`config.mk`:
```
export PLATFORM = sky130hd
export DESIGN_NAME = occ_table_builder
export DESIGN_NICKNAME = d
export VERILOG_FILES = /design/src/rtl/occ_pkg.sv /design/src/rtl/occ_counter.sv /design/src/rtl/occ_table_builder.sv
export SDC_FILE = /design/constraint.sdc
export NUM_CORES = 1
export LEC_CHECK = 0
export CAP_MARGIN = 5
export CORE_MARGIN = 2
export CORE_UTILIZATION = 49
export CTS_BUF_LIST = sky130_fd_sc_hd__clkbuf_16
export CTS_CLUSTER_DIAMETER = 100
export DETAILED_ROUTE_END_ITERATION = 7
export PLACE_DENSITY = 0.78
export SYNTH_ARGS = -nofsm -noshare
export SYNTH_HDL_FRONTEND = slang
export SYNTH_SLANG_ARGS = --single-unit
```
`constraint.sdc`:
```
create_clock -name clk -period 3.2 [get_ports clk]
set_input_delay 0.48 -clock clk [delete_from_list [all_inputs] [get_ports clk]]
set_output_delay 0.48 -clock clk [all_outputs]
set_load 0.1 [all_outputs]
```
`src/rtl/occ_pkg.sv`:
```
// Shared definitions for the Occ table writer and reader: base codes and builder FSM states.
package occ_pkg;

  localparam logic [1:0] BASE_A = 2'b00;
  localparam logic [1:0] BASE_C = 2'b01;
  localparam logic [1:0] BASE_G = 2'b10;
  localparam logic [1:0] BASE_T = 2'b11;

  typedef logic [1:0] occState_t;

  localparam occState_t ST_IDLE   = 2'd0;
  localparam occState_t ST_LOAD   = 2'd1;
  localparam occState_t ST_FINISH = 2'd2;

endpackage

```
`src/rtl/occ_counter.sv`:
```
// Running per-base occurrence counter with synchronous clear and count enable.
module occ_counter #(
  parameter int unsigned WIDTH = 11
) (
  input  logic             clk,
  input  logic             rst_n,
  input  logic             clr,
  input  logic             en,
  output logic [WIDTH-1:0] count
);

  always_ff @(posedge clk or negedge rst_n) begin
    if (!rst_n) begin
      count <= '0;
    end else if (clr) begin
      count <= '0;
    end else if (en) begin
      count <= count + WIDTH'(1);
    end
  end

endmodule

```
`src/rtl/occ_table_builder.sv`:
```
// Streams BWT bases into the four Occ SRAM banks and derives the C-array once the stream ends.
module occ_table_builder
  import occ_pkg::*;
#(
  parameter int unsigned REF_NUM    = 1024,
  parameter int unsigned REF_LENGTH = 10
) (
  input  logic                  clk,
  input  logic                  rst_n,
  input  logic                  start,
  input  logic                  bwt_valid,
  input  logic [1:0]            bwt_base,
  output logic                  bwt_ready,
  output logic                  wEn,
  output logic [REF_LENGTH-1:0] wAddr,
  output logic [REF_LENGTH-1:0] wData0,
  output logic [REF_LENGTH-1:0] wData1,
  output logic [REF_LENGTH-1:0] wData2,
  output logic [REF_LENGTH-1:0] wData3,
  output logic                  busy,
  output logic                  done,
  output logic [REF_LENGTH:0]   c_A,
  output logic [REF_LENGTH:0]   c_C,
  output logic [REF_LENGTH:0]   c_G,
  output logic [REF_LENGTH:0]   c_T
);

  localparam int unsigned CW = REF_LENGTH + 1;
  localparam logic [REF_LENGTH-1:0] LAST_IDX = REF_LENGTH'(REF_NUM - 1);

  occState_t             state, stateNext;
  logic [REF_LENGTH-1:0] index;
  logic                  accept, startOk, lastAccept;
  logic [3:0]            cntEn;
  logic [CW-1:0]         cnt [4];
  logic                  unusedCntTop;

  assign startOk    = (state == ST_IDLE) && start;
  assign accept     = (state == ST_LOAD) && bwt_valid && bwt_ready;
  assign lastAccept = accept && (index == LAST_IDX);

  // The T total never feeds the C-array; only its low bits reach the bank.
  assign unusedCntTop = cnt[3][REF_LENGTH];

  always_comb begin
    cntEn = '0;
    if (accept) begin
      unique case (bwt_base)
        BASE_A: cntEn[0] = 1'b1;
        BASE_C: cntEn[1] = 1'b1;
        BASE_G: cntEn[2] = 1'b1;
        BASE_T: cntEn[3] = 1'b1;
      endcase
    end
  end

  for (genvar k = 0; k < 4; k++) begin : gen_cnt
    occ_counter #(
      .WIDTH(CW)
    ) u_cnt (
      .clk  (clk),
      .rst_n(rst_n),
      .clr  (startOk),
      .en   (cntEn[k]),
      .count(cnt[k])
    );
  end

  always_comb begin
    stateNext = state;
    case (state)
      ST_IDLE:   if (start) stateNext = ST_LOAD;
      ST_LOAD:   if (lastAccept) stateNext = ST_FINISH;
      ST_FINISH: stateNext = ST_IDLE;
      default:   stateNext = ST_IDLE;
    endcase
  end

  always_ff @(posedge clk or negedge rst_n) begin
    if (!rst_n) begin
      state     <= ST_IDLE;
      index     <= '0;
      bwt_ready <= 1'b0;
      wEn       <= 1'b0;
      wAddr     <= '0;
      wData0    <= '0;
      wData1    <= '0;
      wData2    <= '0;
      wData3    <= '0;
      busy      <= 1'b0;
      done      <= 1'b0;
      c_A       <= '0;
      c_C       <= '0;
      c_G       <= '0;
      c_T       <= '0;
    end else begin
      state <= stateNext;
      wEn   <= accept;
      done  <= (state == ST_FINISH);
      if (startOk) begin
        index     <= '0;
        busy      <= 1'b1;
        bwt_ready <= 1'b1;
      end
      // Write carries the pre-increment counts: Occ(c,i) excludes BWT[i] itself.
      if (accept) begin
        wAddr  <= index;
        wData0 <= cnt[0][REF_LENGTH-1:0];
        wData1 <= cnt[1][REF_LENGTH-1:0];
        wData2 <= cnt[2][REF_LENGTH-1:0];
        wData3 <= cnt[3][REF_LENGTH-1:0];
        index  <= index + REF_LENGTH'(1);
      end
      if (lastAccept) begin
        bwt_ready <= 1'b0;
      end
      if (state == ST_FINISH) begin
        busy <= 1'b0;
        c_A  <= '0;
        c_C  <= cnt[0];
        c_G  <= cnt[0] + cnt[1];
        c_T  <= cnt[0] + cnt[1] + cnt[2];
      end
    end
  end

endmodule

```
==> flow_metrics.env, run 1 <==
export IMPL_grt_ovfl_total=0
export IMPL_yosys_top_cells_count="nand2_1, dfrtp_1, nor2_1"
export IMPL_worstSetupEndpointType="register"
export IMPL_synth_warnings=0
export IMPL_hp_class="in -> async"
export IMPL_coreArea_mm2=0.0137
export IMPL_cap_violations=0
export IMPL_dieArea_mm2=0.0149
export IMPL_status="finished clean"
export IMPL_grt_max_degree=73
export IMPL_fin_skew_ns=0.00947
export IMPL_grt_most_used_layer="met2"
export IMPL_period_needed_ns=3.18
export IMPL_clk_pin_slew_ns=0.06
export IMPL_drt_iter0_drc=320
export IMPL_track_usage_pct=22.1
export IMPL_ys_ff_latch=142
export IMPL_pre_cts_ws_ns=-0.0933
export IMPL_routabilityCongestion=0.837
export IMPL_io_buffers=92
export IMPL_synth_most_common_cell="nand2_1"
export IMPL_cts_buffers=17
export IMPL_layout_nets=900
export IMPL_grt_setup_unrepaired="yes"
export IMPL_hpwl_um=10800
export IMPL_avgSynthCellArea_um2=9.12
export IMPL_seq_area_frac_synth_pct=52.1
export IMPL_cts_hold_buffers=0
export IMPL_row_count=43
export IMPL_root_buffer="clkbuf_16"
export IMPL_cpPeakStageDelay_ns=0.51
export IMPL_yosys_area_top_type="dfrtp_1"
export IMPL_wl_per_cell_um=15.0
export IMPL_total_power_w=0.00633
export IMPL_initial_core_util_pct=49.7
export IMPL_first_pass_iters=5
export IMPL_grt_use_met1_pct=31.1
export IMPL_hold_violations=0
export IMPL_crit_path_cell_trace="ha_2 > fa_2 > a21oi_2 > o22ai_2 > nor2_2 > xnor2_2 > ha_2 > or4_4 > o21ai_2 > o21ba_4 > mux2i_1 > or4_1 > nand3_1"
export IMPL_max_slew_margin_pct=35.0
export IMPL_required_ns=3.55
export IMPL_synth_enable_flop_cells=0
export IMPL_worst_slack_ns=0.0181
export IMPL_htree_levels=4
export IMPL_cts_buffer_depth=2
export IMPL_slowest_stage="or4_4"
export IMPL_worstPathArrival_ns=3.53
export IMPL_syn_area_mm2=0.00682
export IMPL_setup_violations=0
export IMPL_synth_area_leaders="dfrtp_1, nand2_1, ha_1"
export IMPL_crit_top_cell="ha_2"
export IMPL_cts_tree="built"
export IMPL_antenna_found_initial=0
export IMPL_worst_r2r_path_depth=13
export IMPL_layout_drive_gt1_share_pct=19.5
export IMPL_synthArstFlopShare_pct=100
export IMPL_worstMarginPinSlew_ns=0.971
export IMPL_die_h_um=122
export IMPL_synth_top_flop_cell="dfrtp_1"
export IMPL_netlist_instances=748
export IMPL_use_met3_pct=5.71
export IMPL_yosysUniqueCellTypes=48
export IMPL_leakagePower_nw=4.49
export IMPL_critPathKind="reg -> reg"
export IMPL_grt_use_met2_pct=33.4
export IMPL_critical_path_startpoint_type="register"
export IMPL_num_antenna_cells=0
export IMPL_die_x_um=122
export IMPL_period_share_pct=99.4
export IMPL_timing_fmax_mhz=314
export IMPL_final_util_pct=62.5
export IMPL_crit_fanout=2
export IMPL_clock_sinks=142
export IMPL_routed_via_density=5.24
export IMPL_p_per_area_mw_per_mm2=738
export IMPL_grt_pass1_wl_um=25500
export IMPL_irDropWorstVdd_uv=474
export IMPL_report_final_slew_viol_count=0
export IMPL_synth_top_area_share_pct=52.1
export IMPL_vias=5548
export IMPL_area_growth_pct=25.7
export IMPL_grt_pass1_vias=5164
export IMPL_antenna_left=0
export IMPL_clk_latency_ns=0.42
export IMPL_wl_um=15900
export IMPL_pin_count=104
export IMPL_drc=0
==> per-stage QoR <==
stage / instance area, um^2 / hold WS [ns] / std cells / TNS, ns
floorplan: 6870 / 0.184 / 758 / 0
global placement: 7860 / 0.460 / 1021 / 0
detailed placement: 7860 / 0.461 / 1021 / -0.0933
CTS: 8470 / 0.0975 / 1052 / 0
global route: 8580 / 0.130 / 1059 / -0.0969
finish: 8580 / 0.0717 / 1059 / 0
==> what timing repair did <==
action,in CTS,in global routing
pin swaps,1,15
setup endpoints to repair,1,1
buffers inserted,0,7
gates resized for setup,4,16
==> path summary, 6_finish.rpt <==
| check | slack [ns] | startpoint | end |
|---|---|---|---|
| min in group clk | 0.47 | wData0[6] | wData0[6] |
| hold / removal | 0.07 | rst_n | c_G[10] |
| max in group asynchronous | 2.38 | rst_n | gen_cnt[1].u_cnt.count[3] |
| setup / recovery | 0.02 | gen_cnt[0].u_cnt.count[0] | c_T[10] |
| setup reg to reg | 0.02 | gen_cnt[0].u_cnt.count[0] | c_T[10] |
| hold reg to reg | 0.47 | wData0[6] | wData0[6] |
==> sequential cells by signal (all words and copies together), names as in the netlist, 11 cells and up <==
signal and flops:
gen_cnt.u_cnt.count 43, c_C 11, c_G 11, c_T 11
==> cell usage in the layout (no fill, tap or decap), types with 2 or more instances in the layout <==
| cell type | instances |
|---|---|
| nand2_1 | 244 |
| dfrtp_1 | 142 |
| buf_4 | 113 |
| nor2_1 | 60 |
| o21ai_0 | 32 |
| nand3_1 | 31 |
| xor2_1 | 31 |
| ha_1 | 21 |
| a21oi_1 | 19 |
| clkbuf_16 | 17 |
| clkdlybuf4s50_1 | 14 |
| xnor2_1 | 12 |
| conb_1 | 11 |
| and3_1 | 10 |
| inv_1 | 8 |
| or3_1 | 7 |
| nand4_1 | 7 |
| o211ai_1 | 7 |
| nor3b_1 | 6 |
| a21oi_2 | 5 |
| o21ai_2 | 4 |
| nand2b_1 | 4 |
| o21a_1 | 4 |
| o21bai_1 | 4 |
| ha_2 | 4 |
| clkinv_2 | 4 |
| bufinv_16 | 4 |
| a21o_1 | 3 |
| or4_1 | 3 |
| a31oi_1 | 3 |
| a211oi_1 | 3 |
| nor3_1 | 3 |
| nand3b_1 | 3 |
| mux2i_1 | 3 |
| clkinv_1 | 3 |
| o21ai_1 | 2 |
| o31ai_1 | 2 |
| mux2_2 | 2 |
| clkinvlp_4 | 2 |
==> cell type report <==
class,instances,area (um^2)
inverters,8,30.0
multi-input cells,570,3170
repair buffers,128,1000
clock inverters,14,175
fillers,1196,5140
well taps,180,225
clock buffers,17,425
flip-flops and latches,142,3550
==> power breakdown <==
group	total [W]	internal, W	switching [W]	leakage, nW
registers	0.00218	0.00199	0.000189	1.92
clock network	0.00201	0.00128	0.000723	0.291
logic	0.00214	0.000654	0.00149	2.27
total	0.00633	0.00393	0.00240	4.49
==> cells by family (layout without fill, tap and decap cells) <==
group,Yosys count,count (layout),synth area share (%)
fa+ha+maj,27,27,5.17
other cells,1,11,0.0550
simple gates,388,388,24.6
compound gates,95,95,8.49
xor+xnor,44,44,5.65
flops,142,142,52.1
mux,5,5,0.770
buf+inv,46,167,3.17
==> worst max-delay path: cells and delay by family (launching register included) <==
family | cells | cell delay [ns]
AO/OA/AOI/OAI | 4 | 0.56
XOR/XNOR | 1 | 0.12
adder cells (fa/ha/maj) | 3 | 0.80
flip-flops | 1 | 0.38
multiplexers | 1 | 0.12
AND/OR/NAND/NOR | 4 | 1.14
==> metal layers <==
metal / routed length, um / vias up
li1: - / 2711
met5: 0 / -
met4: 208 / 0
met3: 847 / 14
met1: 7210 / 2685
met2: 7590 / 138
Note: power is estimated with default switching activity, not from simulation.
==> run 2, diff against run 1 <==
- CORE_UTILIZATION: 49 -> 35
- PLACE_DENSITY: 0.78 -> 0.6
==> run 2 against run 1 <==
Against the previous run: largest power group unchanged; critical endpoint unchanged; setup slack improved by 0.029 ns; clock skew about the same; combinational power decreased by 4%; first-iteration DRC count decreased by 6.6%; flip-flop and latch count unchanged; highest routed layer unchanged; clock-buffer cell count unchanged; cell area increased by 0.71%; non-clock buffer count decreased by 1; sequential share of layout area decreased by 0.29 points; maximum frequency increased by 0.91%; worst hold slack improved by 0.0041 ns.
==> flow_metrics.env, run 2 (synthesized netlist as in run 1, its figures left out) <==
export IMPL_worstSetupEndpointType="register"
export IMPL_crit_fanout=4
export IMPL_routabilityCongestion=0.887
export IMPL_p_seq_share_pct=34.9
export IMPL_period_share_pct=98.5
export IMPL_wl_um=16400
export IMPL_irDropWorstVdd_uv=437
export IMPL_status="finished clean"
export IMPL_vias=5375
export IMPL_drc=0
export IMPL_drt_iter0_drc=299
export IMPL_required_ns=3.55
export IMPL_layout_nets=899
export IMPL_hpwl_um=11700
export IMPL_hold_slack_ns=0.0757
export IMPL_max_slew_margin_pct=30.7
export IMPL_row_count=51
export IMPL_critical_path_top_delay_family="simple AND/OR/NAND/NOR gates"
export IMPL_cts_buffers=17
export IMPL_critPathKind="reg -> reg"
export IMPL_worst_path_buf_inv=1
export IMPL_leakagePower_nw=4.51
export IMPL_grt_max_degree=71
export IMPL_postPlaceCellArea_mm2=0.00799
export IMPL_clk_pin_slew_ns=0.05
export IMPL_pin_count=104
export IMPL_cts_buffer_depth=2
export IMPL_total_power_w=0.00628
export IMPL_hp_class="in -> async"
export IMPL_grt_pass1_vias=5139
export IMPL_worstMarginPinSlew_ns=1.04
export IMPL_area_growth_pct=26.6
export IMPL_track_usage_pct=17.0
export IMPL_hold_violations=0
export IMPL_antenna_found_initial=0
export IMPL_cap_violations=0
export IMPL_final_cell_area_mm2=0.00864
export IMPL_p_per_area_mw_per_mm2=728
export IMPL_largest_register_ff_count=43
export IMPL_fin_skew_ns=0.00911
export IMPL_critical_path_startpoint_type="register"
export IMPL_cpPeakStageDelay_ns=0.40
export IMPL_setup_violations=0
export IMPL_io_buffers=92
export IMPL_cts_tree="built"
export IMPL_num_antenna_cells=0
export IMPL_p_sw_w=0.00239
export IMPL_p_int_w=0.00389
export IMPL_dieArea_mm2=0.0206
export IMPL_grt_pass1_wl_um=27400
export IMPL_largest_register="gen_cnt.u_cnt.count"
export IMPL_power_frac_clock_pct=32.5
export IMPL_routed_via_density=4.70
export IMPL_combPwrFrac_pct=32.7
export IMPL_initial_core_util_pct=35.4
export IMPL_htree_levels=4
export IMPL_slowest_stage="dfrtp_1"
export IMPL_first_pass_iters=5
export IMPL_wl_per_cell_um=14.3
export IMPL_layout_common_cells="nand2_1, dfrtp_1, buf_4"
export IMPL_worstPathArrival_ns=3.50
export IMPL_die_x_um=144
export IMPL_final_util_pct=44.8
export IMPL_mostFrequentLayoutCell="nand2_1"
export IMPL_antenna_left=0
export IMPL_clk_latency_ns=0.42
export IMPL_fin_setup_tns_ns=0
export IMPL_root_buffer="clkbuf_16"
export IMPL_coreArea_mm2=0.0193
export IMPL_layout_drive_gt1_share_pct=18.8
export IMPL_report_final_slew_viol_count=0
export IMPL_grt_ovfl_total=0
export IMPL_crit_path_cell_trace="ha_1 > fa_2 > a21oi_2 > o22ai_1 > nor2_1 > xnor2_1 > ha_1 > buf_4 > or3_1 > o21ba_4 > mux2i_1 > or4_1 > nand3_1"
export IMPL_period_needed_ns=3.15
export IMPL_timing_fmax_mhz=317
export IMPL_grt_setup_unrepaired="yes"
export IMPL_die_h_um=144
export IMPL_p_sw_share_pct=38.1
export IMPL_clock_sinks=142
export IMPL_crit_top_cell="ha_1"
-- run 2: power groups by stage --
stage                     Clock, W  Sequential, W  Combinational, W
after global routing       0.00217        0.00222           0.00223
after CTS                  0.00209        0.00219           0.00204
after floorplan                  0        0.00290          0.000778
after detailed placement         0        0.00222           0.00202
after global placement           0        0.00222           0.00201
final                      0.00204        0.00219           0.00205
-- run 2: layer usage --
metal / up-vias / track usage (%) / wire, um
li1: 2709 / - / -
met1: 2552 / 24.1 / 8040
met2: 98 / 25.6 / 7410
met3: 16 / 4.40 / 782
met4: 0 / 4.80 / 162
met5: - / 0 / 0
-- run 2: path summary, 6_finish.rpt --
check,start,to,depth (start not counted),slack [ns]
setup reg to reg,gen_cnt[1].u_cnt.count[0],c_T[10],13,0.05
hold / removal,rst_n,c_T[5],1,0.08
hold reg to reg,c_G[3],c_G[3],2,0.47
setup / recovery,gen_cnt[1].u_cnt.count[0],c_T[10],13,0.05
max in group asynchronous,rst_n,gen_cnt[1].u_cnt.count[5],2,2.41
min in group clk,c_G[3],c_G[3],2,0.47
-- run 2: timing repair --
item	4_1_cts	5_1_grt
resized for setup	3	6
hold buffers	0	0
buffers inserted	0	3
setup endpoints to repair	1	2
pin swaps	1	9
gates cloned	0	0
-- run 2: final cells by class --
cell class	instances	area [um^2]
Fill cell	1918	10600
Sequential cell	142	3550
Multi-Input combinational cell	570	3130
Timing Repair Buffer	127	992
Clock buffer	17	425
Tap cell	265	332
Clock inverter	14	178
Inverter	8	30.0
-- run 2: stage by stage --
stage,setup WS (ns),cells
final,0.0469,1143
after global routing,-0.111,1143
after CTS,0.0135,1140
after detailed placement,-0.0629,1109
after global placement,0.00786,1109
after floorplan,0.000625,758
